==> config.mk <==
export PLATFORM = sky130hd
export DESIGN_NAME = defog_recover_flat
export DESIGN_NICKNAME = d
export VERILOG_FILES = /design/src/rtl/defog_recover_if.sv /design/src/rtl/defog_recover.sv /design/src/flat_wrapper.sv
export SDC_FILE = /design/constraint.sdc
export NUM_CORES = 2
export LEC_CHECK = 0
export BUFFER_PORTS_ARGS = -buffer_cell sky130_fd_sc_hd__buf_2
export CAP_MARGIN = 0
export CORE_MARGIN = 8
export CORE_UTILIZATION = 25
export CTS_BUF_LIST = sky130_fd_sc_hd__clkbuf_4 sky130_fd_sc_hd__clkbuf_8
export CTS_CLUSTER_DIAMETER = 40
export DETAILED_ROUTE_END_ITERATION = 10
export GPL_TIMING_DRIVEN = 0
export PLACE_DENSITY = 0.45
export SLEW_MARGIN = 5
export SYNTH_ARGS = -nofsm -noshare
export SYNTH_HDL_FRONTEND = slang
export SYNTH_SLANG_ARGS = --single-unit
==> constraint.sdc <==
create_clock -name pixelclk -period 5.7 [get_ports pixelclk]
set_clock_uncertainty 0.1 [all_clocks]
set_input_delay 0.57 -clock pixelclk [delete_from_list [all_inputs] [get_ports pixelclk]]
set_output_delay 0.57 -clock pixelclk [all_outputs]
set_load 0.005 [all_outputs]
==> src/rtl/defog_recover_if.sv <==
// Video bus of the defog recovery stage: input pixel/transmittance/syncs
// from upstream and the recovered, sync-aligned pixel stream.
interface defog_recover_if;
    logic [23:0] i_rgb;
    logic [7:0]  i_trans;
    logic [7:0]  i_atmos;
    logic        i_hsync;
    logic        i_vsync;
    logic        i_de;
    logic [23:0] o_rgb;
    logic        o_hsync;
    logic        o_vsync;
    logic        o_de;

    // upstream / bench side
    modport master (
        output i_rgb, i_trans, i_atmos, i_hsync, i_vsync, i_de,
        input  o_rgb, o_hsync, o_vsync, o_de
    );

    // recovery block side
    modport slave (
        input  i_rgb, i_trans, i_atmos, i_hsync, i_vsync, i_de,
        output o_rgb, o_hsync, o_vsync, o_de
    );
endinterface

==> src/rtl/defog_recover.sv <==
// Haze-free recovery: J = A + (I - A) * 256 / t, clamped to 0..255.
// Stage 0 registers inputs, stages 1..16 form a restoring divider that
// yields floor(65535 / t), stage 17 multiplies, stage 18 shifts, adds A,
// clamps and registers the output. Syncs ride a LAT-deep shift register.
module defog_recover #(
    parameter int         LAT       = 19,     // datapath depth is fixed at 19
    parameter logic [7:0] ATMOS_MIN = 8'd128,
    parameter logic [7:0] T_MIN     = 8'd1
) (
    input  logic         pixelclk,
    input  logic         reset_n,
    defog_recover_if.slave bus
);
    localparam int NCH = 3;
    localparam int QW  = 16;

    // data that travels alongside the divider
    typedef struct packed {
        logic [23:0]          rgb;
        logic [7:0]           a;
        logic [NCH-1:0][8:0]  diff;
        logic                 byp;
    } side_t;

    logic [7:0]           a_frame;
    logic                 vs_prev;

    logic [7:0]           t_floor;
    side_t                side0;

    logic [QW-1:0][7:0]   d_t;
    logic [QW:0][7:0]     d_rem;
    logic [QW:0][QW-1:0]  d_q;
    side_t [QW:0]         d_side;

    logic [QW:1][7:0]     rem_nx;
    logic [QW:1][QW-1:0]  q_nx;
    logic [8:0]           trial;
    logic                 ge;

    logic [NCH-1:0][24:0] prod_nx;
    logic [NCH-1:0][24:0] prod;
    logic signed [24:0]   mul_a;
    logic signed [24:0]   mul_b;
    logic [7:0]           p_a;
    logic [23:0]          p_rgb;
    logic                 p_byp;

    logic [NCH-1:0][7:0]  rgb_nx;
    logic signed [24:0]   s_full;

    logic [LAT-1:0][2:0]  sync_pipe;

    // atmospheric light is latched on the vsync rising edge, held for the frame
    always_ff @(posedge pixelclk or negedge reset_n) begin
        if (!reset_n) begin
            a_frame <= '0;
            vs_prev <= 1'b0;
        end else begin
            vs_prev <= bus.i_vsync;
            if (bus.i_vsync && !vs_prev)
                a_frame <= bus.i_atmos;
        end
    end

    // stage 0 operands: floored t, signed per-channel I - A, bypass decision
    always_comb begin
        t_floor    = (bus.i_trans < T_MIN) ? T_MIN : bus.i_trans;
        side0      = '0;
        side0.rgb  = bus.i_rgb;
        side0.a    = a_frame;
        side0.byp  = (a_frame < ATMOS_MIN);
        for (int c = 0; c < NCH; c++)
            side0.diff[c] = {1'b0, bus.i_rgb[8*c +: 8]} - {1'b0, a_frame};
    end

    // one restoring-division step per stage; dividend is all ones, so each
    // step shifts in a 1 and the quotient fills MSB first
    always_comb begin
        rem_nx = '0;
        q_nx   = '0;
        trial  = '0;
        ge     = 1'b0;
        for (int k = 1; k <= QW; k++) begin
            trial          = {d_rem[k-1], 1'b1};
            ge             = (trial >= {1'b0, d_t[k-1]});
            rem_nx[k]      = ge ? 8'(trial - {1'b0, d_t[k-1]}) : trial[7:0];
            q_nx[k]        = d_q[k-1];
            q_nx[k][QW-k]  = ge;
        end
    end

    // stage 0 input register plus the 16 divider stages
    always_ff @(posedge pixelclk or negedge reset_n) begin
        if (!reset_n) begin
            d_t    <= '0;
            d_rem  <= '0;
            d_q    <= '0;
            d_side <= '0;
        end else begin
            d_t[0]    <= t_floor;
            d_rem[0]  <= '0;
            d_q[0]    <= '0;
            d_side[0] <= side0;
            for (int k = 1; k < QW; k++)
                d_t[k] <= d_t[k-1];
            for (int k = 1; k <= QW; k++) begin
                d_rem[k]  <= rem_nx[k];
                d_q[k]    <= q_nx[k];
                d_side[k] <= d_side[k-1];
            end
        end
    end

    // signed diff times unsigned reciprocal, both widened to 25 bits
    always_comb begin
        prod_nx = '0;
        mul_a   = '0;
        mul_b   = '0;
        for (int c = 0; c < NCH; c++) begin
            mul_a      = {{16{d_side[QW].diff[c][8]}}, d_side[QW].diff[c]};
            mul_b      = {9'b0, d_q[QW]};
            prod_nx[c] = mul_a * mul_b;
        end
    end

    // stage 17 product register
    always_ff @(posedge pixelclk or negedge reset_n) begin
        if (!reset_n) begin
            prod  <= '0;
            p_a   <= '0;
            p_rgb <= '0;
            p_byp <= 1'b0;
        end else begin
            prod  <= prod_nx;
            p_a   <= d_side[QW].a;
            p_rgb <= d_side[QW].rgb;
            p_byp <= d_side[QW].byp;
        end
    end

    // floor-shift by 8, add A back, clamp to the 8-bit range
    always_comb begin
        rgb_nx = '0;
        s_full = '0;
        for (int c = 0; c < NCH; c++) begin
            s_full = ($signed(prod[c]) >>> 8) + $signed({17'b0, p_a});
            if (s_full < 0)
                rgb_nx[c] = 8'd0;
            else if (s_full > 25'sd255)
                rgb_nx[c] = 8'd255;
            else
                rgb_nx[c] = s_full[7:0];
        end
    end

    // stage 18 output register; bypassed frames pass the original pixel
    always_ff @(posedge pixelclk or negedge reset_n) begin
        if (!reset_n)
            bus.o_rgb <= '0;
        else
            bus.o_rgb <= p_byp ? p_rgb : rgb_nx;
    end

    // sync and data-enable delay line matching the datapath depth
    always_ff @(posedge pixelclk or negedge reset_n) begin
        if (!reset_n)
            sync_pipe <= '0;
        else
            sync_pipe <= {sync_pipe[LAT-2:0], {bus.i_hsync, bus.i_vsync, bus.i_de}};
    end

    assign bus.o_hsync = sync_pipe[LAT-1][2];
    assign bus.o_vsync = sync_pipe[LAT-1][1];
    assign bus.o_de    = sync_pipe[LAT-1][0];
endmodule

==> src/flat_wrapper.sv <==
// flat-port wrapper written by rule: the top's interface ports become plain ports
module defog_recover_flat 
#(
    parameter int         LAT       = 19,                                     
    parameter logic [7:0] ATMOS_MIN = 8'd128,
    parameter logic [7:0] T_MIN     = 8'd1
)
  (pixelclk, reset_n, bus_i_rgb, bus_i_trans, bus_i_atmos, bus_i_hsync, bus_i_vsync, bus_i_de, bus_o_rgb, bus_o_hsync, bus_o_vsync, bus_o_de);
  defog_recover_if bus_i ();
  input  logic pixelclk;
  input  logic reset_n;
  input wire logic [$bits(bus_i.i_rgb)-1:0] bus_i_rgb;
  input wire logic [$bits(bus_i.i_trans)-1:0] bus_i_trans;
  input wire logic [$bits(bus_i.i_atmos)-1:0] bus_i_atmos;
  input wire logic [$bits(bus_i.i_hsync)-1:0] bus_i_hsync;
  input wire logic [$bits(bus_i.i_vsync)-1:0] bus_i_vsync;
  input wire logic [$bits(bus_i.i_de)-1:0] bus_i_de;
  output wire logic [$bits(bus_i.o_rgb)-1:0] bus_o_rgb;
  output wire logic [$bits(bus_i.o_hsync)-1:0] bus_o_hsync;
  output wire logic [$bits(bus_i.o_vsync)-1:0] bus_o_vsync;
  output wire logic [$bits(bus_i.o_de)-1:0] bus_o_de;
  assign bus_i.i_rgb = bus_i_rgb;
  assign bus_i.i_trans = bus_i_trans;
  assign bus_i.i_atmos = bus_i_atmos;
  assign bus_i.i_hsync = bus_i_hsync;
  assign bus_i.i_vsync = bus_i_vsync;
  assign bus_i.i_de = bus_i_de;
  assign bus_o_rgb = bus_i.o_rgb;
  assign bus_o_hsync = bus_i.o_hsync;
  assign bus_o_vsync = bus_i.o_vsync;
  assign bus_o_de = bus_i.o_de;
  defog_recover #(.LAT(LAT), .ATMOS_MIN(ATMOS_MIN), .T_MIN(T_MIN)) u_core (.pixelclk(pixelclk), .reset_n(reset_n), .bus(bus_i));
endmodule
==> results.py <==
metrics = {
    "setup_path": {
        "cpMostUsedCell": "fa_1",
        "cpMaxStageDelayCell": "fa_1",
        "cp.arrival_ns": 6.28,
        "cp_cell_sequence": "clkbuf_16 > buf_12 > nand2_4 > fa_1 > fa_1 > inv_2 > fa_1 > fa_1 > fa_1 > ha_4 > and4bb_2 > nand4_1 > a211oi_2 > nor2_2 > a2111oi_4 > a31oi_4 > a21oi_2 > xor2_1",
        "worstSetupPathType": "reg2reg",
        "worstPathRequired_ns": 6.41,
        "crit_path_end_kind": "flip-flop",
        "worstSetupStartpointType": "flip-flop",
        "max_stage_delay_ns": 0.52,
        "crit_family": "adder cells",
        "path_max_fanout": 4,
        "cp.buffers_inverters": 3,
    },
    "clocking": {
        "h-tree-depth": 4,
        "cts_sinks": 1577,
        "cts_tree": "yes",
        "cts_buffers": 240,
        "clock_path_buffers": 3,
        "root_buffer": "clkbuf_8",
        "clk_latency_ns": 0.95,
        "clk_pin_slew_ns": 0.06,
    },
    "detailed_routing": {
        "wirelength_um": 116900,
        "ant_nets": 0,
        "first_pass_iters": 5,
        "drtIter0Drc": 1444,
        "via_per_inst": 3.825,
        "route.detailed.drc": 0,
        "detail_route.wl_per_cell_um": 14.60,
        "vias": 30620,
    },
    "floorplanning": {
        "die_area_sq_um": 258700,
        "die_y_um": 508.6,
        "core_sq_um": 242300,
        "die_x_um": 508.6,
        "start_util": 0.2504,
        "rows": 181,
        "io-pin-count": 72,
    },
    "placement": {
        "dp_cells": 7430,
        "port_buffers": 71,
        "gp_congestion": 0.8174,
        "place_hpwl_um": 81550,
    },
    "timing": {
        "min_period_ns": 5.571,
        "rsz0062_at_grt": "true",
        "hold_violations": 0,
        "final_max_slew_viol_count": 0,
        "relSlewSlack": 0.1106,
        "worst_slew_pin_slew_ns": 1.334,
        "fmax_mhz": 179.5,
        "fin_crit_sh": 0.9774,
        "setup_violations": 0,
    },
    "synth": {
        "synth_top_area_cell": "dfrtp_1",
        "ys_async_sr_fraction": 1.000,
        "ys.flop_type": "dfrtp_1",
        "syn_area_sq_um": 60670,
        "netlist.area_leader.share": 0.6505,
        "synth-edff-count": 0,
        "avgSynthCellArea_sq_um": 14.63,
        "synth_warnings": 0,
        "synth.distinct_cells": 68,
        "syn_inst": 4146,
        "synth.area.top_cells": "dfrtp_1 (65%), fa_1 (10%), ha_1 (6.9%)",
        "synth-seq-cells": 1577,
        "syn-num-nets": 4839,
        "ys_seq_area_frac": 0.6505,
    },
    "finish": {
        "final_common_cell": "dfrtp_1",
        "drive_gt1_frac": 0.1709,
        "final_cells": 8006,
        "area_delta_synth_final_pct": 19.97,
        "final_cell_mix": "dfrtp_1 (1537), inv_1 (450), ha_1 (326), clkbuf_8 (319), fa_1 (308)",
        "nets": 5296,
    },
    "global_route": {
        "grt_max_degree": 171,
        "antenna_found_initial": 15,
        "grt_pass1_wl_um": 190000,
        "grt_remaining_overflow": 0,
        "grt_pass1_vias": 33970,
        "grt_use_total": 0.09269,
    },
    "outcome": {
        "status": "completed",
    },
    "hold_path": {
        "min_path_type": "in2async",
    },
    "run": {
        "cap_violations": 0,
    },
}
metrics by stage:
stage / hold slack (ns) / utilization / worst slack [ns] / cell area, sq um / TNS [ns]
after floorplan: 0.1744 / - / 0.2404 / 60670 / 0
after global placement: 0.2314 / 0.2684 / -29.83 / 65030 / -
after detailed placement: 0.2347 / 0.2697 / -1.062 / 65350 / -18.39
after CTS: 0.001372 / 0.2981 / -0.1177 / 72230 / -0.2801
after global routing: 0.03529 / 0.3003 / -0.08420 / 72770 / -0.1694
final: 0.1786 / 0.3004 / 0.1287 / 72780 / 0
final timing paths:
| path | startpoint | endpoint | slack, ns | cells past startpoint |
|---|---|---|---|---|
| max in group asynchronous | reset_n | u_core.d_side[190]$_DFF_PN0_ | 2.54 | 6 |
| setup / recovery | u_core.d_q[257]$_DFF_PN0_ | u_core.prod[72]$_DFF_PN0_ | 0.13 | 18 |
| hold / removal | reset_n | u_core.d_t[13]$_DFF_PN0_ | 0.18 | 2 |
| hold reg to reg | u_core.d_q[253]$_DFF_PN0_ | u_core.d_q[269]$_DFF_PN0_ | 0.19 | 0 |
| setup reg to reg | u_core.d_q[257]$_DFF_PN0_ | u_core.prod[72]$_DFF_PN0_ | 0.13 | 18 |
| min in group pixelclk | bus_i_de | u_core.sync_pipe[0]$_DFF_PN0_ | 0.19 | 2 |
per-layer routing:
metal | track usage | part of all wire | vias to the layer above
met2 | 0.1427 | 0.45 | 571
li1 | - | - | 14220
met3 | 0.01997 | 0.048 | 236
met1 | 0.1286 | 0.48 | 15600
met5 | 0 | 0 | -
met4 | 0.03406 | 0.029 | 0
logic make-up after synthesis:
logic type               synth area share
AO/OA/AOI/OAI                     0.04092
XOR/XNOR                          0.01819
flip-flops                         0.6505
multiplexers                      0.01468
adder cells (fa/ha/maj)            0.1725
buffers and inverters             0.03354
AND/OR/NAND/NOR                   0.06967
area by class of cell:
| cell class | count | area (sq um) |
|---|---|---|
| Clock inverter | 47 | 630.6 |
| Timing Repair Buffer | 219 | 1901 |
| Clock buffer | 385 | 4780 |
| Multi-Input combinational cell | 2027 | 19400 |
| Fill cell | 24300 | 169500 |
| Antenna cell | 11 | 27.53 |
| Inverter | 453 | 1700 |
| Buffer | 85 | 809.5 |
| Sequential cell | 1577 | 39530 |
| Tap cell | 3202 | 4006 |
worst register-to-register path: stages (launching register included):
cell	delay (ns)
dfrtp_2	0.46
clkbuf_16	0.18
buf_12	0.10
nand2_4	0.04
fa_1	0.51
fa_1	0.51
inv_2	0.04
fa_1	0.48
fa_1	0.52
fa_1	0.45
ha_4	0.29
and4bb_2	0.21
nand4_1	0.18
a211oi_2	0.33
nor2_2	0.11
a2111oi_4	0.43
a31oi_4	0.16
a21oi_2	0.17
xor2_1	0.22
registers in the layout (all words and copies together), names as in the netlist:
name and flops:
u_core.d_rem 120, u_core.p_byp 1, u_core.bus.o_vsync 1, u_core.bus.o_de 1
u_core.a_frame 8, u_core.bus.o_rgb 24, u_core.p_a 8, u_core.bus.o_hsync 1
u_core.sync_pipe 54, u_core.p_rgb 24, u_core.prod 51, u_core.d_side 1020
u_core.d_q 136, u_core.d_t 128
synth_stat cells (all sizes together) (13+ instances only):
cell type  count
a21boi        23
a21o          45
a21oi         71
a31oi         13
and2         197
clkbuf        87
dfrtp       1577
fa           314
ha           334
inv          453
mux2          56
mux2i         26
nand2        242
nand2b        49
nand3         15
nand4         35
nor2          98
nor2b         98
nor3          22
o211a         15
o21a          19
o21ai        115
or4           16
xnor2         83
xor2          43
what timing repair did:
item | in CTS | in global routing
gates resized for setup | 197 | 74
setup buffers | 57 | 35
endpoints found under the setup margin | 42 | 15
hold buffers | 45 | 0
hold endpoints to repair | 230 | 0
pin swaps | 22 | 32
Power is left out: the tool's default activity adds up to more than one toggle a clock period on the data nets, which glitch-free logic cannot reach.
